**src/rtl/imm_gen_stage_if.sv**
```systemverilog
// rtl/imm_gen_stage_if.sv - handshake bundle between IF/ID, imm_gen_stage and ID/EX
// Purpose : groups the upstream instruction channel and the downstream decoded-entry
//           channel of imm_gen_stage into one parametrised bundle.
// Ports   : in_valid/in_ready/in_instr/in_pc    upstream instruction channel
//           out_valid/out_ready                  downstream handshake
//           out_imm/out_fmt/out_target/out_illegal/out_pc  decoded entry
// Modports: master = the side feeding instructions and consuming entries
//           slave  = imm_gen_stage itself
interface imm_gen_stage_if #(
  parameter int XLEN = 32
);
  logic            in_valid;
  logic            in_ready;
  logic [31:0]     in_instr;
  logic [XLEN-1:0] in_pc;
  logic            out_valid;
  logic            out_ready;
  logic [XLEN-1:0] out_imm;
  logic [2:0]      out_fmt;
  logic [XLEN-1:0] out_target;
  logic            out_illegal;
  logic [XLEN-1:0] out_pc;

  modport master (
    output in_valid, in_instr, in_pc, out_ready,
    input  in_ready, out_valid, out_imm, out_fmt, out_target, out_illegal, out_pc
  );

  modport slave (
    input  in_valid, in_instr, in_pc, out_ready,
    output in_ready, out_valid, out_imm, out_fmt, out_target, out_illegal, out_pc
  );
endinterface

```
**src/rtl/imm_gen_stage.sv**
```systemverilog
// rtl/imm_gen_stage.sv - registered decode-stage immediate generator with 2-entry skid buffer
// Purpose : decodes the immediate, format tag, illegal flag and PC-relative target of each
//           accepted instruction and holds up to two decoded entries while EX stalls.
// Ports   : clk    clock, rising edge
//           rst_n  synchronous active-low reset
//           flush  drops every buffered entry
//           bus    imm_gen_stage_if slave modport (in_* upstream, out_* downstream)
// Formats : 0 none/R, 1 I, 2 S, 3 B, 4 U, 5 J, 6 Z (CSR zimm)
module imm_gen_stage #(
  parameter int XLEN      = 32,
  parameter bit EN_ZIMM   = 1'b1,
  parameter bit EN_TARGET = 1'b1
) (
  input  logic            clk,
  input  logic            rst_n,
  input  logic            flush,
  imm_gen_stage_if.slave  bus
);

  localparam logic [2:0] FMT_NONE = 3'd0;
  localparam logic [2:0] FMT_I    = 3'd1;
  localparam logic [2:0] FMT_S    = 3'd2;
  localparam logic [2:0] FMT_B    = 3'd3;
  localparam logic [2:0] FMT_U    = 3'd4;
  localparam logic [2:0] FMT_J    = 3'd5;
  localparam logic [2:0] FMT_Z    = 3'd6;

  typedef struct packed {
    logic [XLEN-1:0] imm;
    logic [2:0]      fmt;
    logic [XLEN-1:0] target;
    logic            illegal;
    logic [XLEN-1:0] pc;
  } entry_t;

  typedef enum logic [1:0] {
    ST_EMPTY,
    ST_ONE,
    ST_TWO
  } state_t;

  // All base-ISA immediates fit in 32 bits; widen to XLEN by sign extension.
  function automatic logic [XLEN-1:0] sext32(input logic [31:0] v);
    return XLEN'($signed(v));
  endfunction

  logic [31:0]     ins;
  logic [6:0]      opcode;
  logic [XLEN-1:0] imm_i, imm_s, imm_b, imm_u, imm_j, imm_z;
  logic [XLEN-1:0] pc_sum;
  logic            pc_rel;
  entry_t          dec;

  assign ins    = bus.in_instr;
  assign opcode = ins[6:0];

  assign imm_i = sext32({{20{ins[31]}}, ins[31:20]});
  assign imm_s = sext32({{20{ins[31]}}, ins[31:25], ins[11:7]});
  assign imm_b = sext32({{20{ins[31]}}, ins[7], ins[30:25], ins[11:8], 1'b0});
  assign imm_u = sext32({ins[31:12], 12'b0});
  assign imm_j = sext32({{12{ins[31]}}, ins[19:12], ins[20], ins[30:21], 1'b0});
  assign imm_z = XLEN'(ins[19:15]);

  always_comb begin
    dec         = '0;
    dec.pc      = bus.in_pc;
    pc_rel      = 1'b0;
    case (opcode)
      7'b0000011, 7'b0010011, 7'b1100111: begin
        dec.fmt = FMT_I;
        dec.imm = imm_i;
      end
      7'b1110011: begin
        // CSR immediate forms carry a 5-bit zimm in the rs1 field.
        if (EN_ZIMM && ins[14]) begin
          dec.fmt = FMT_Z;
          dec.imm = imm_z;
        end else begin
          dec.fmt = FMT_I;
          dec.imm = imm_i;
        end
      end
      7'b0011011: begin
        if (XLEN == 64) begin
          dec.fmt = FMT_I;
          dec.imm = imm_i;
        end else begin
          dec.illegal = 1'b1;
        end
      end
      7'b0100011: begin
        dec.fmt = FMT_S;
        dec.imm = imm_s;
      end
      7'b1100011: begin
        dec.fmt = FMT_B;
        dec.imm = imm_b;
        pc_rel  = 1'b1;
      end
      7'b0110111: begin
        dec.fmt = FMT_U;
        dec.imm = imm_u;
      end
      7'b0010111: begin
        dec.fmt = FMT_U;
        dec.imm = imm_u;
        pc_rel  = 1'b1;
      end
      7'b1101111: begin
        dec.fmt = FMT_J;
        dec.imm = imm_j;
        pc_rel  = 1'b1;
      end
      7'b0110011, 7'b0001111: begin
        dec.fmt = FMT_NONE;
      end
      7'b0111011: begin
        if (XLEN != 64) begin
          dec.illegal = 1'b1;
        end
      end
      default: begin
        dec.illegal = 1'b1;
      end
    endcase

    // JALR stays at pc: rs1 is not available in this stage.
    pc_sum = bus.in_pc + dec.imm;
    if (!EN_TARGET) begin
      dec.target = '0;
    end else if (pc_rel) begin
      dec.target = pc_sum;
    end else begin
      dec.target = bus.in_pc;
    end
  end

  state_t state;
  entry_t main_q;
  entry_t skid_q;
  logic   out_valid_q;
  logic   in_ready_q;
  logic   accept;
  logic   pop;

  assign accept = bus.in_valid & in_ready_q;
  assign pop    = out_valid_q & bus.out_ready;

  // main_q always holds the oldest entry; skid_q is only live in ST_TWO.
  always_ff @(posedge clk) begin
    if (!rst_n) begin
      state       <= ST_EMPTY;
      main_q      <= '0;
      skid_q      <= '0;
      out_valid_q <= 1'b0;
      in_ready_q  <= 1'b1;
    end else if (flush) begin
      state       <= ST_EMPTY;
      out_valid_q <= 1'b0;
      in_ready_q  <= 1'b1;
    end else begin
      case (state)
        ST_EMPTY: begin
          if (accept) begin
            main_q      <= dec;
            state       <= ST_ONE;
            out_valid_q <= 1'b1;
          end
          in_ready_q <= 1'b1;
        end
        ST_ONE: begin
          if (accept && !pop) begin
            skid_q     <= dec;
            state      <= ST_TWO;
            in_ready_q <= 1'b0;
          end else if (accept && pop) begin
            main_q     <= dec;
            in_ready_q <= 1'b1;
          end else if (pop) begin
            state       <= ST_EMPTY;
            out_valid_q <= 1'b0;
            in_ready_q  <= 1'b1;
          end
        end
        ST_TWO: begin
          if (pop) begin
            main_q     <= skid_q;
            state      <= ST_ONE;
            in_ready_q <= 1'b1;
          end
        end
        default: begin
          state       <= ST_EMPTY;
          out_valid_q <= 1'b0;
          in_ready_q  <= 1'b1;
        end
      endcase
    end
  end

  assign bus.in_ready    = in_ready_q;
  assign bus.out_valid   = out_valid_q;
  assign bus.out_imm     = main_q.imm;
  assign bus.out_fmt     = main_q.fmt;
  assign bus.out_target  = main_q.target;
  assign bus.out_illegal = main_q.illegal;
  assign bus.out_pc      = main_q.pc;

endmodule

```
**src/flat_wrapper.sv**
```systemverilog
// flat-port wrapper written by rule: the top's interface ports become plain ports
module imm_gen_stage_flat 
#(
  parameter int XLEN      = 32,
  parameter bit EN_ZIMM   = 1'b1,
  parameter bit EN_TARGET = 1'b1
)
  (clk, rst_n, flush, bus_in_valid, bus_in_instr, bus_in_pc, bus_out_ready, bus_in_ready, bus_out_valid, bus_out_imm, bus_out_fmt, bus_out_target, bus_out_illegal, bus_out_pc);
  imm_gen_stage_if #(.XLEN(XLEN)) bus_i ();
  input  logic clk;
  input  logic rst_n;
  input  logic flush;
  input wire logic [$bits(bus_i.in_valid)-1:0] bus_in_valid;
  input wire logic [$bits(bus_i.in_instr)-1:0] bus_in_instr;
  input wire logic [$bits(bus_i.in_pc)-1:0] bus_in_pc;
  input wire logic [$bits(bus_i.out_ready)-1:0] bus_out_ready;
  output wire logic [$bits(bus_i.in_ready)-1:0] bus_in_ready;
  output wire logic [$bits(bus_i.out_valid)-1:0] bus_out_valid;
  output wire logic [$bits(bus_i.out_imm)-1:0] bus_out_imm;
  output wire logic [$bits(bus_i.out_fmt)-1:0] bus_out_fmt;
  output wire logic [$bits(bus_i.out_target)-1:0] bus_out_target;
  output wire logic [$bits(bus_i.out_illegal)-1:0] bus_out_illegal;
  output wire logic [$bits(bus_i.out_pc)-1:0] bus_out_pc;
  assign bus_i.in_valid = bus_in_valid;
  assign bus_i.in_instr = bus_in_instr;
  assign bus_i.in_pc = bus_in_pc;
  assign bus_i.out_ready = bus_out_ready;
  assign bus_in_ready = bus_i.in_ready;
  assign bus_out_valid = bus_i.out_valid;
  assign bus_out_imm = bus_i.out_imm;
  assign bus_out_fmt = bus_i.out_fmt;
  assign bus_out_target = bus_i.out_target;
  assign bus_out_illegal = bus_i.out_illegal;
  assign bus_out_pc = bus_i.out_pc;
  imm_gen_stage #(.XLEN(XLEN), .EN_ZIMM(EN_ZIMM), .EN_TARGET(EN_TARGET)) u_core (.clk(clk), .rst_n(rst_n), .flush(flush), .bus(bus_i));
endmodule
```
**config.mk**
```make
export PLATFORM = sky130hd
export DESIGN_NAME = imm_gen_stage_flat
export DESIGN_NICKNAME = d
export VERILOG_FILES = /design/src/rtl/imm_gen_stage_if.sv /design/src/rtl/imm_gen_stage.sv /design/src/flat_wrapper.sv
export SDC_FILE = /design/constraint.sdc
export NUM_CORES = 1
export LEC_CHECK = 0
export ABC_AREA = 1
export CORE_MARGIN = 4
export CORE_UTILIZATION = 50
export DETAILED_ROUTE_END_ITERATION = 16
export HOLD_SLACK_MARGIN = 0.02
export PLACE_DENSITY = 0.77
export RECOVER_POWER = 50
export SYNTH_ARGS = -nofsm -noshare
export SYNTH_HDL_FRONTEND = slang
export SYNTH_SLANG_ARGS = --single-unit
```
**constraint.sdc**
```tcl
create_clock -name clk -period 4.5 [get_ports clk]
set_input_delay 0.9 -clock clk [delete_from_list [all_inputs] [get_ports clk]]
set_output_delay 0.9 -clock clk [all_outputs]
set_load 0.005 [all_outputs]
```
After elaboration in Yosys (flattened, before gate mapping) --
Index checks and enable logic that the tools add are counted.
Word-level totals: input bits 69, output and inout port bits 102, bits in registers 204
Operators by class: mux-type cells 26, bitwise gates (word level) 5, add/subtract/negate cells 1, eq/ne operators 21, reduce and logical (&&, ||, !) cells 14
Operators with widths (count):
- two-way mux 100 bit | 4
- case mux 100 bit (3 select lines) | 1
- case mux 32 bit (6 select lines) | 1
- two-way mux 35 bit | 1
- adder 32 bit | 1
- two-way mux 32 bit | 1
- equality test 7 bit, second input constant | 4
- equality test 7 x 6 -> 1 bit, second input constant | 3
- case mux 3 bit (6 select lines) | 1
- equality test 7 x 5 -> 1 bit, second input constant | 2
- OR reduction 11 bit | 1
- two-way mux 2 bit | 5
- two-way mux 1 bit | 9
- != test 2 x 1 -> 1 bit, second input constant | 4
- equality test 7 x 2 -> 1 bit, second input constant | 1
- equality test 7 x 4 -> 1 bit, second input constant | 1
- case mux 2 bit (3 select lines) | 1
- AND reduction 6 bit | 1
- OR reduction 3 bit | 2
- AND reduction 5 bit | 1
- != test 2 bit, second input constant | 2
- AND reduction 4 bit | 1
- OR reduction 2 bit | 2
- != test 3 x 1 -> 1 bit, second input constant | 1
- other kinds (12) | 16

Depth between registers and ports, before layout --
depth in word-level cells 8, mapped depth 28, gate-level depth less buffers 28

Worst setup path before layout --
Ideal clock, no wire load.
path kind input-to-reg, start input port bus_in_instr[1], end register u_core.main_q, in the netlist u_core.bus.out_target[13], buffers on the path 0, data arrival time 3.324 ns, stages on the path 22, setup time 0.132 ns, required time 4.368 ns, setup slack 1.043 ns, cells stage by stage nand2_1 -> inv_1 -> nand2_1 -> nor3_1 -> a21oi_1 -> inv_1 -> nor2_1 -> inv_1 -> a21oi_1 -> inv_1 -> ha_1 -> nand2_1 -> inv_1 -> a21oi_1 -> inv_1 -> a21oi_1 -> nand2_1 -> or2_1 -> nand3_1 -> o211ai_1 -> nand2_1 -> a21oi_1
RTL lines:
- start: declaration | line flat_wrapper.sv:14 | input wire logic [$bits(bus_i.in_instr)-1:0] bus_in_instr;
- end signal: assignment | line imm_gen_stage.sv:187 | main_q <= skid_q;
- end: declaration | line imm_gen_stage.sv:139 | entry_t main_q;

==> results.json <==
{
  "status": "finished, violations left",
  "violations": "max-capacitance violations, max-slew violations",
  "clkPwrFrac_pct": 39.3,
  "syn-instance-count": 1700,
  "min_period_over_period_pct": 94.2,
  "drive_gt1_share_pct": 5.39,
  "grt_use_met2_pct": 48.1,
  "tns_ns": 0,
  "powerDensity_nw_per_um2": 339,
  "grt_use_met3_pct": 4.54,
  "finalHoldViolCount": 0,
  "slew_headroom_pct": -36.3,
  "cp.required_ns": 4.93,
  "r2r_slack_ns": 1.47,
  "worstSetupPathType": "in -> reg",
  "cts_setup_buffers": 0,
  "peakVddDrop_mv": 0.300,
  "h-tree-depth": 1,
  "path_max_fanout": 6,
  "utilization_pct": 63.4,
  "grt_setup_unrepaired": "no",
  "antenna_found_initial": 0,
  "synthArstFlopShare_pct": 0,
  "setup_viol": 0,
  "synth.distinct_cells": 43,
  "grt_pass1_wl_um": 58800,
  "crit_end": "u_core.bus.out_target[14]",
  "r2r_end": "u_core.skid_q[48]",
  "place_congestion": 0.970,
  "yosys.area.top_type": "dfxtp_1",
  "place_hpwl_um": 26500,
  "io_buffers": 170,
  "core_region_area_sq_um": 21900,
  "syn2layout_area_growth_pct": 24.2,
  "grt_start_max_net_pins": 87,
  "syn_area_per_cell_sq_um": 6.57,
  "synth_edf_count": 0,
  "hp-class": "reg -> reg",
  "dieArea_sq_um": 24800,
  "cts_tree": "built",
  "finish.net_count": 1947,
  "worstRegToRegCells": 10,
  "antenna_cells": 0,
  "swShare_pct": 27.7,
  "holdBufCountCts": 0,
  "wl_per_cell_um": 17.6,
  "tightestPinTransition_ns": 2.04,
  "synth-seq-area-share_pct": 36.6,
  "yosysMostFrequentCell": "nand2_1",
  "p_seq_share_pct": 42.6,
  "dr.pass1.iters": 5,
  "start_util_pct": 51.0,
  "post_synth_most_frequent_cells": "nand2_1, a21oi_1, dfxtp_1",
  "whs_ns": 0.462,
  "globalRoute.totalOverflow": 0,
  "internal_power_w": 0.00340,
  "die_w_um": 157,
  "dpl_cell_area_sq_um": 13100,
  "finalClockSkew_ns": 0.0110,
  "end_kind": "flop",
  "busiest_layer": "met2",
  "drv_slew": 165,
  "netlist.area_leader.share_pct": 36.6,
  "cellLeakagePower_nw": 6.70,
  "yosys-top-cells-area": "dfxtp_1, nand2_1, a21oi_1",
  "cp-startpoint": "bus_in_instr[6]",
  "path_clk_slew_ns": 0.06,
  "clock_path_buffers": 3,
  "vias_per_cell": 5.57,
  "min_period_ns": 4.24,
  "syn_area_sq_um": 11200,
  "route.antenna.remaining_nets": 0,
  "numCtsBuffers": 23,
  "grtUsageMet1_pct": 40.1,
  "stdcell_area_sq_um": 13900,
  "num_io_pins": 171,
  "grt_pass1_vias": 11000,
  "cts_resized": 0,
  "worstReg2RegStart": "u_core.state[1]",
  "yosys_warnings": 0,
  "drt_wl_total_um": 37600,
  "clk_latency_ns": 0.51,
  "start_kind": "input pin",
  "cp.arrival_ns": 4.67,
  "drc": 0,
  "maxCapViolCount": 2,
  "cts_sinks": 204,
  "yosys_register_bits": 204,
  "cts-root-buf": "clkbuf_16",
  "synthFlopType": "dfxtp_1",
  "drt-initial-drc-count": 976,
  "fp-row-count": 54,
  "net-switching-power_w": 0.00130,
  "vias": 11900,
  "grtUsageTotal_pct": 29.3,
  "fmax_mhz": 236,
  "power_frac_comb_pct": 18.1,
  "die_h_um": 157,
  "synth_fp_nets": 1805
}
## final cells by class
class | count | area [sq um]
well taps | 280 | 350
flip-flops and latches | 204 | 4080
clock inverters | 4 | 48.8
inverters | 173 | 652
fillers | 2040 | 8020
multi-input cells | 1228 | 6020
clock buffers | 36 | 694
repair buffers | 212 | 2020
## state kept, by name, indices dropped and copies added (netlist names)
name	count
u_core.bus.out_pc	32
u_core.bus.in_ready	1
u_core.skid_q	100
u_core.state	2
u_core.bus.out_valid	1
u_core.bus.out_fmt	3
u_core.bus.out_target	32
u_core.bus.out_illegal	1
u_core.bus.out_imm	32
## critical path, stage by stage
cell             delay [ns]
clkdlybuf4s50_1        0.57
nand2_1                0.09
nor2_2                 0.16
nand2_1                0.09
nand2_1                0.13
a21oi_2                0.06
o211ai_1               0.34
ha_1                   0.31
inv_1                  0.07
fa_1                   0.46
o21ai_2                0.31
nand2_1                0.08
nand2_1                0.15
nand2_1                0.07
nand2_1                0.17
xor2_1                 0.23
nand2_1                0.11
o211ai_1               0.11
nand2_1                0.11
a21oi_1                0.13
## worst min-delay path by stage
stage / slack (ns) / depth (start not counted) / end / startpoint
after floorplan: 0.45 / 2 / u_core.skid_q[0] / u_core.skid_q[0]
after global placement: 0.45 / 2 / u_core.skid_q[27] / u_core.skid_q[27]
after detailed placement: 0.46 / 2 / u_core.skid_q[7] / u_core.skid_q[7]
after CTS: 0.46 / 2 / u_core.skid_q[7] / u_core.skid_q[7]
after global routing: 0.48 / 2 / u_core.bus.out_target[26] / u_core.bus.out_target[26]
final: 0.46 / 2 / u_core.bus.out_target[23] / u_core.bus.out_target[23]
## cell usage in the layout, fill, tap and decap left out, types with 3 or more instances in the layout
cell,count
inv_2,3
nor3_1,13
a31oi_1,39
clkbuf_1,6
o21ai_0,154
ha_1,35
a21oi_1,207
buf_4,40
o21bai_1,23
dlygate4sd3_1,103
inv_1,168
nand2_1,455
clkbuf_16,23
nand2_2,5
o21a_1,3
o21ai_2,5
clkinv_2,3
nand4_1,7
dfxtp_1,204
clkdlybuf4s50_1,66
o211ai_1,26
o21ai_1,12
clkbuf_8,7
nand3b_1,3
nand3_1,87
xnor2_1,5
xor2_1,3
nor2_1,124
## logic make-up (layout without fill, tap and decap cells)
| logic type | Yosys count | after routing | synth area share, % |
|---|---|---|---|
| buffers and inverters | 268 | 425 | 9.55 |
| DFF | 204 | 204 | 36.6 |
| AOI/OAI and AO/OA | 479 | 479 | 23.5 |
| and+or+nand+nor | 705 | 705 | 25.6 |
| xor gates and xnor gates | 8 | 8 | 0.628 |
| adders and majority gates | 36 | 36 | 4.10 |
## layer usage
layer | vias to the layer above | part of all wire [%] | wire length, um
li1 | 5888 | - | -
met3 | 70 | 7.8 | 2930
met4 | 0 | 3.0 | 1120
met2 | 478 | 46 | 17400
met1 | 5459 | 43 | 16100
met5 | - | 0 | 0
## through the flow
stage	instances	total power (W)	worst slack, ns
2_1_floorplan	1700	0.00248	1.04
3_3_place_gp	2097	0.00292	-0.115
3_5_place_dp	2097	0.00293	-0.162
4_1_cts	2137	0.00476	0.343
5_1_grt	2137	0.00490	0.0726
6_report	2137	0.00471	0.262
## power by group through the flow
| stage | combinational (W) | sequential, W | clock [W] |
|---|---|---|---|
| floorplan | 0.000448 | 0.00204 | 0 |
| global placement | 0.000878 | 0.00204 | 0 |
| detailed placement | 0.000883 | 0.00205 | 0 |
| CTS | 0.000891 | 0.00201 | 0.00186 |
| global route | 0.000946 | 0.00202 | 0.00194 |
| finish | 0.000854 | 0.00201 | 0.00185 |
(Power assumes the default switching activity.)
